$ cat src/rtl/riscv_pkg.sv
// Shared RISC-V front-end definitions: data widths, reset PC, NOP encoding,
// prefetch queue state type and a PC alignment helper.
package riscv_pkg;

  localparam int unsigned     XLEN             = 32;
  localparam int unsigned     ILEN             = 32;
  localparam logic [XLEN-1:0] DEFAULT_RESET_PC = 32'h0000_0000;
  localparam logic [ILEN-1:0] NOP_INSTR        = 32'h0000_0013;

  typedef enum logic {
    FILL,
    DRAIN
  } ipq_state_t;

  function automatic logic [XLEN-1:0] word_align(input logic [XLEN-1:0] addr);
    return {addr[XLEN-1:2], 2'b00};
  endfunction

endpackage

$ cat src/rtl/sync_fifo.sv
// Synchronous FIFO with synchronous clear; head entry is presented
// combinationally on head, clear takes priority over push/pop.
module sync_fifo #(
  parameter int unsigned WIDTH = 32,
  parameter int unsigned DEPTH = 4
) (
  input  logic                     clk,
  input  logic                     rst_n,
  input  logic                     clear,
  input  logic                     push,
  input  logic [WIDTH-1:0]         push_data,
  input  logic                     pop,
  output logic [WIDTH-1:0]         head,
  output logic [$clog2(DEPTH):0]   count,
  output logic                     full,
  output logic                     empty
);

  localparam int unsigned AW = $clog2(DEPTH);
  localparam int unsigned CW = AW + 1;

  logic [WIDTH-1:0] mem [DEPTH];
  logic [AW-1:0]    wr_ptr;
  logic [AW-1:0]    rd_ptr;

  always_ff @(posedge clk or negedge rst_n) begin
    if (!rst_n) begin
      wr_ptr <= '0;
      rd_ptr <= '0;
      count  <= '0;
      for (int unsigned i = 0; i < DEPTH; i++) begin
        mem[i] <= '0;
      end
    end else if (clear) begin
      wr_ptr <= '0;
      rd_ptr <= '0;
      count  <= '0;
    end else begin
      if (push) begin
        mem[wr_ptr] <= push_data;
        wr_ptr      <= wr_ptr + AW'(1);
      end
      if (pop) begin
        rd_ptr <= rd_ptr + AW'(1);
      end
      if (push && !pop) begin
        count <= count + CW'(1);
      end else if (!push && pop) begin
        count <= count - CW'(1);
      end
    end
  end

  always_comb begin
    head  = mem[rd_ptr];
    full  = (count == CW'(DEPTH));
    empty = (count == '0);
  end

endmodule

$ cat src/rtl/instr_prefetch_queue.sv
// Instruction prefetch queue: issues sequential fetches, buffers in-order
// responses and flushes on redirect. Define IPQ_BYPASS_EN for a same-cycle response bypass.
module instr_prefetch_queue
  import riscv_pkg::*;
#(
  parameter int unsigned     DEPTH    = 4,
  parameter logic [XLEN-1:0] RESET_PC = DEFAULT_RESET_PC
) (
  input  logic            clk,
  input  logic            rst_n,
  output logic            mem_req_valid,
  input  logic            mem_req_ready,
  output logic [XLEN-1:0] mem_req_addr,
  input  logic            mem_rsp_valid,
  input  logic [ILEN-1:0] mem_rsp_data,
  input  logic            redirect,
  input  logic [XLEN-1:0] redirect_pc,
  output logic            out_valid,
  input  logic            out_ready,
  output logic [XLEN-1:0] out_pc,
  output logic [ILEN-1:0] out_instr
);

  localparam int unsigned CW = $clog2(DEPTH) + 1;

  ipq_state_t      state, state_next;
  logic [XLEN-1:0] fetch_pc, fetch_pc_next;
  logic [CW-1:0]   outstanding, outstanding_next;
  logic [CW-1:0]   drop_cnt, drop_cnt_next;
  logic            credit_ok, req_fire, rsp_keep, bypass;

  logic                 data_push, data_pop, data_full, data_empty;
  logic [XLEN+ILEN-1:0] data_in, data_head;
  logic [CW-1:0]        data_count;

  logic            pend_pop, pend_full, pend_empty;
  logic [XLEN-1:0] pend_head;
  logic [CW-1:0]   pend_count;

  sync_fifo #(.WIDTH(XLEN), .DEPTH(DEPTH)) u_pend_fifo (
    .clk       (clk),
    .rst_n     (rst_n),
    .clear     (redirect),
    .push      (req_fire),
    .push_data (fetch_pc),
    .pop       (pend_pop),
    .head      (pend_head),
    .count     (pend_count),
    .full      (pend_full),
    .empty     (pend_empty)
  );

  sync_fifo #(.WIDTH(XLEN + ILEN), .DEPTH(DEPTH)) u_data_fifo (
    .clk       (clk),
    .rst_n     (rst_n),
    .clear     (redirect),
    .push      (data_push),
    .push_data (data_in),
    .pop       (data_pop),
    .head      (data_head),
    .count     (data_count),
    .full      (data_full),
    .empty     (data_empty)
  );

  always_ff @(posedge clk or negedge rst_n) begin
    if (!rst_n) begin
      state       <= FILL;
      fetch_pc    <= RESET_PC;
      outstanding <= '0;
      drop_cnt    <= '0;
    end else begin
      state       <= state_next;
      fetch_pc    <= fetch_pc_next;
      outstanding <= outstanding_next;
      drop_cnt    <= drop_cnt_next;
    end
  end

  always_comb begin
    // Stale requests still hold credits until their responses come back.
    credit_ok     = ({1'b0, data_count} + {1'b0, outstanding}) < (CW + 1)'(DEPTH);
    mem_req_valid = rst_n && !redirect && credit_ok;
    mem_req_addr  = fetch_pc;
    req_fire      = mem_req_valid && mem_req_ready;
    rsp_keep      = mem_rsp_valid && (state == FILL) && !redirect;
`ifdef IPQ_BYPASS_EN
    bypass        = rsp_keep && data_empty;
`else
    bypass        = 1'b0;
`endif
    out_valid     = !data_empty || bypass;
    {out_pc, out_instr} = bypass ? {pend_head, mem_rsp_data} : data_head;
    data_in       = {pend_head, mem_rsp_data};
    data_push     = rsp_keep && !(bypass && out_ready);
    data_pop      = !data_empty && out_ready && !redirect;
    // Stale requests lost their pending PCs at the flush, so only kept responses pop it.
    pend_pop      = rsp_keep;

    outstanding_next = outstanding + CW'(req_fire) - CW'(mem_rsp_valid);

    fetch_pc_next = fetch_pc;
    if (redirect) begin
      fetch_pc_next = word_align(redirect_pc);
    end else if (req_fire) begin
      fetch_pc_next = fetch_pc + XLEN'(4);
    end

    drop_cnt_next = drop_cnt;
    if (redirect) begin
      drop_cnt_next = outstanding - CW'(mem_rsp_valid);
    end else if ((state == DRAIN) && mem_rsp_valid) begin
      drop_cnt_next = drop_cnt - CW'(1);
    end

    state_next = (drop_cnt_next == '0) ? FILL : DRAIN;
  end

  a_no_unsolicited_rsp: assert property (@(posedge clk) disable iff (!rst_n)
    mem_rsp_valid |-> (outstanding != '0));
  a_no_data_overflow: assert property (@(posedge clk) disable iff (!rst_n)
    data_push |-> !data_full);
  a_pend_consistent: assert property (@(posedge clk) disable iff (!rst_n)
    (!(pend_pop && pend_empty)) && (!(req_fire && pend_full)) &&
    (({1'b0, pend_count} + {1'b0, drop_cnt}) == {1'b0, outstanding}));

endmodule

$ cat config.mk
export PLATFORM = sky130hd
export DESIGN_NAME = instr_prefetch_queue
export DESIGN_NICKNAME = d
export VERILOG_FILES = /design/src/rtl/riscv_pkg.sv /design/src/rtl/sync_fifo.sv /design/src/rtl/instr_prefetch_queue.sv
export SDC_FILE = /design/constraint.sdc
export NUM_CORES = 1
export LEC_CHECK = 0
export BUFFER_PORTS_ARGS = -buffer_cell sky130_fd_sc_hd__buf_2
export CORE_MARGIN = 2
export CORE_UTILIZATION = 60
export DETAILED_ROUTE_END_ITERATION = 12
export GPL_TIMING_DRIVEN = 0
export PLACE_DENSITY = 0.8
export SETUP_SLACK_MARGIN = 0.5
export SLEW_MARGIN = 15
export SYNTH_ARGS = -nofsm -noshare
export SYNTH_HDL_FRONTEND = slang
export SYNTH_SLANG_ARGS = --single-unit
$ cat constraint.sdc
create_clock -name clk -period 7.2 [get_ports clk]
set_input_delay 1.08 -clock clk [delete_from_list [all_inputs] [get_ports clk]]
set_output_delay 1.08 -clock clk [all_outputs]
set_load 0.01 [all_outputs]
==> impl_metrics.yaml <==
yosys:
  synth_ff_type: "dfrtp_1"
  seq_area_frac_synth: 0.556
  synth_area_mm2: 0.0187
  synth_area_leaders: "dfrtp_1 56%, mux2_2 21%, mux4_2 11%"
  ys_warn_count: 0
  avgSynthCellArea_um2: 14.9
  ys_ff_latch: 416
  synthArstFlopShare: 1.00
  synth_largest_area_cell: "dfrtp_1"
  netlist_instances: 1254
  synth_top_area_share: 0.556
  synth_edf_count: 0
  yosysUniqueCellTypes: 55
critical_path:
  slowest_delay_ns: 0.70
  r2r_start: "outstanding[2]"
  startpoint_type: "flip-flop"
  critical_path_class: "flip-flop to output pin"
  critPathSlowestCell: "buf_1"
  path_cells: "clkbuf_1 > buf_1 > mux4_2 > buf_2"
  crit_fanout: 10
  endpoint_kind: "output pin"
  reg2reg_depth: 13
  arrival_ns: 2.57
  reg2reg_to: "outstanding[2]"
  crit_start: "u_data_fifo.rd_ptr[1]"
  ff2ff_setup_slack_ns: 4.27
  required_ns: 6.12
power:
  leakagePower_uw: 0.0104
  ir_drop_mv: 0.177
  power_density_mw_per_mm2: 331
  finalPower_uw: 7140
detailed_routing:
  vias_per_cell: 5.97
  drc: 0
  drt-initial-drc-count: 690
  ant_nets: 0
  num_vias: 11300
  routed_wl_um: 39300
  drt-wirelength-per-cell_um: 20.8
  drtPass1Iterations: 5
timing:
  hold_ws_ns: 0.478
  fin_tns_setup_ns: 0
  maxSlewViolCount: 0
  period_needed_ns: 3.65
  max_slew_margin: 0.434
  worstMarginPinSlew_ns: 0.849
  setup_violations: 0
  period_share: 0.507
  clock_skew_ns: 0.0139
  rsz0062_at_grt: "false"
  clock.fmax_ghz: 0.274
  hold_violations: 0
run:
  drv_cap: 0
clock_tree:
  root_buffer: "clkbuf_16"
  clk_pin_slew_ns: 0.06
  postCtsSetupRepairBufs: 0
  h-tree-depth: 2
  clock_latency_ns: 0.53
  clock-sinks: 416
  cts_buffers: 42
  cts_tree: "done"
  cts_resized: 0
  clk_path_buf_depth: 3
  cts_hold_buf: 0
global_routing:
  antenna_found_initial: 0
  grt_pass1_vias: 12000
  grt_util_all_layers: 0.249
  grt-ovfl-total: 0
  grt_start_max_net_pins: 103
  grt_first_pass_wirelength_um: 64800
min_path:
  hold_class: "flip-flop to flip-flop"
  holdPathStages: 2
  min_to: "u_pend_fifo.mem[110]"
  hold_start: "u_pend_fifo.mem[110]"
layout:
  final_nets: 1554
  synthToLayoutAreaGrowth_pct: 15.1
  insertedDiodeCount: 0
  drive_above_1_share: 0.495
  fillers: 2029
  finalCoreUtilization: 0.702
floorplanning:
  core-area_mm2: 0.0307
  die_x_um: 181
  io-pin-count: 168
  fp-row-count: 64
  initial_utilization: 0.610
  die_h_um: 181
  dieArea_mm2: 0.0326
placement:
  port_buffers: 161
  place_congestion: 0.870
  hpwlAfterDp_um: 26700
outcome:
  status: "complete, no violations"
[flip-flops by register name (all words and copies together), names as in the netlist]
register            count
drop_cnt                3
mem_req_addr           30
outstanding             3
state                   1
u_data_fifo.count       3
u_data_fifo.mem       248
u_data_fifo.rd_ptr      2
u_data_fifo.wr_ptr      2
u_pend_fifo.mem       120
u_pend_fifo.rd_ptr      2
u_pend_fifo.wr_ptr      2
[cell usage in the layout, fill, tap and decap left out, types with 3 or more instances in the layout]
cell type	n
or3_1	6
ha_1	16
nand3_1	20
conb_1	4
nand3b_1	8
dfrtp_1	416
nor2_1	22
nand2_2	4
a31oi_1	4
clkinv_2	10
clkbuf_8	10
xor2_1	4
clkbuf_1	29
buf_1	3
mux4_2	92
o311ai_0	8
nor2b_1	7
nor3_1	6
and2_1	5
buf_16	4
nand2_1	71
inv_1	20
o21ai_0	49
nand4_1	9
a21oi_1	4
xnor2_1	10
buf_4	6
buf_2	210
mux2_2	344
o211ai_1	10
bufinv_16	3
clkbuf_16	45
[worst max-delay path, delay by kind of cell, from the launching register on]
family	cells	cell delay, ns
buffers and inverters	3	1.29
multiplexers	1	0.44
flip-flops	1	0.32
[area by class of cell]
class	count	area, um2	share of cell area
Tap cell	396	495	0.0230
Sequential cell	416	10400	0.483
Clock inverter	13	140	0.00651
Timing Repair Buffer	165	926	0.0430
Inverter	21	78.8	0.00366
Buffer	87	470	0.0218
Multi-Input combinational cell	733	7760	0.360
Clock buffer	61	1260	0.0583
[routing by layer]
| layer | share of wire | vias up | track usage |
|---|---|---|---|
| li1 | - | 5033 | - |
| met1 | 0.44 | 5859 | 0.355 |
| met2 | 0.49 | 335 | 0.400 |
| met3 | 0.049 | 71 | 0.0388 |
| met4 | 0.027 | 0 | 0.0800 |
| met5 | 0 | - | 0 |
[worst max-delay path by stage]
stage | end | slack [ns] | depth (start not counted)
after floorplan | outstanding[2] | 4.18 | 12
after global placement | outstanding[2] | -2.96 | 13
after detailed placement | outstanding[2] | 2.99 | 14
after CTS | out_pc[4] | 3.52 | 4
after global routing | outstanding[2] | 3.30 | 14
final | out_pc[4] | 3.55 | 4
[cell usage after synthesis (8+ instances only)]
library cell and n:
buf_2 50, clkbuf_1 20, dfrtp_1 416, ha_1 16, inv_1 20, mux2_2 344, mux4_2 92, nand2_1 71
nand3_1 20, nand3b_1 8, nand4_1 9, nor2_1 22, o211ai_1 10, o21ai_0 49, o311ai_0 8, xnor2_1 10
[per-stage QoR]
step           std cells  worst slack (ns)  instance area (um2)
2_1_floorplan       1257              4.18                18700
3_3_place_gp        1814             -2.96                20000
3_5_place_dp        1818              2.99                20100
4_1_cts             1892              3.52                21500
5_1_grt             1892              3.30                21500
6_report            1892              3.55                21500
[power by group]
part	leakage (uW)	switching, uW	internal, uW
combinational	0.00408	878	971
sequential	0.00560	281	2810
clock	0.000697	879	1320
[logic make-up (layout without fill, tap and decap cells)]
| logic type | after synthesis | after routing | synth area share |
|---|---|---|---|
| mux | 437 | 437 | 0.318 |
| flops | 416 | 416 | 0.556 |
| simple gates | 174 | 174 | 0.0481 |
| buf+inv | 108 | 347 | 0.0294 |
| compound gates | 86 | 86 | 0.0283 |
| fa+ha+maj | 18 | 18 | 0.0128 |
| xor+xnor | 14 | 14 | 0.00655 |
| other cells | 1 | 4 | 0.000200 |
No activity file was read; power rests on OpenSTA's default activity.
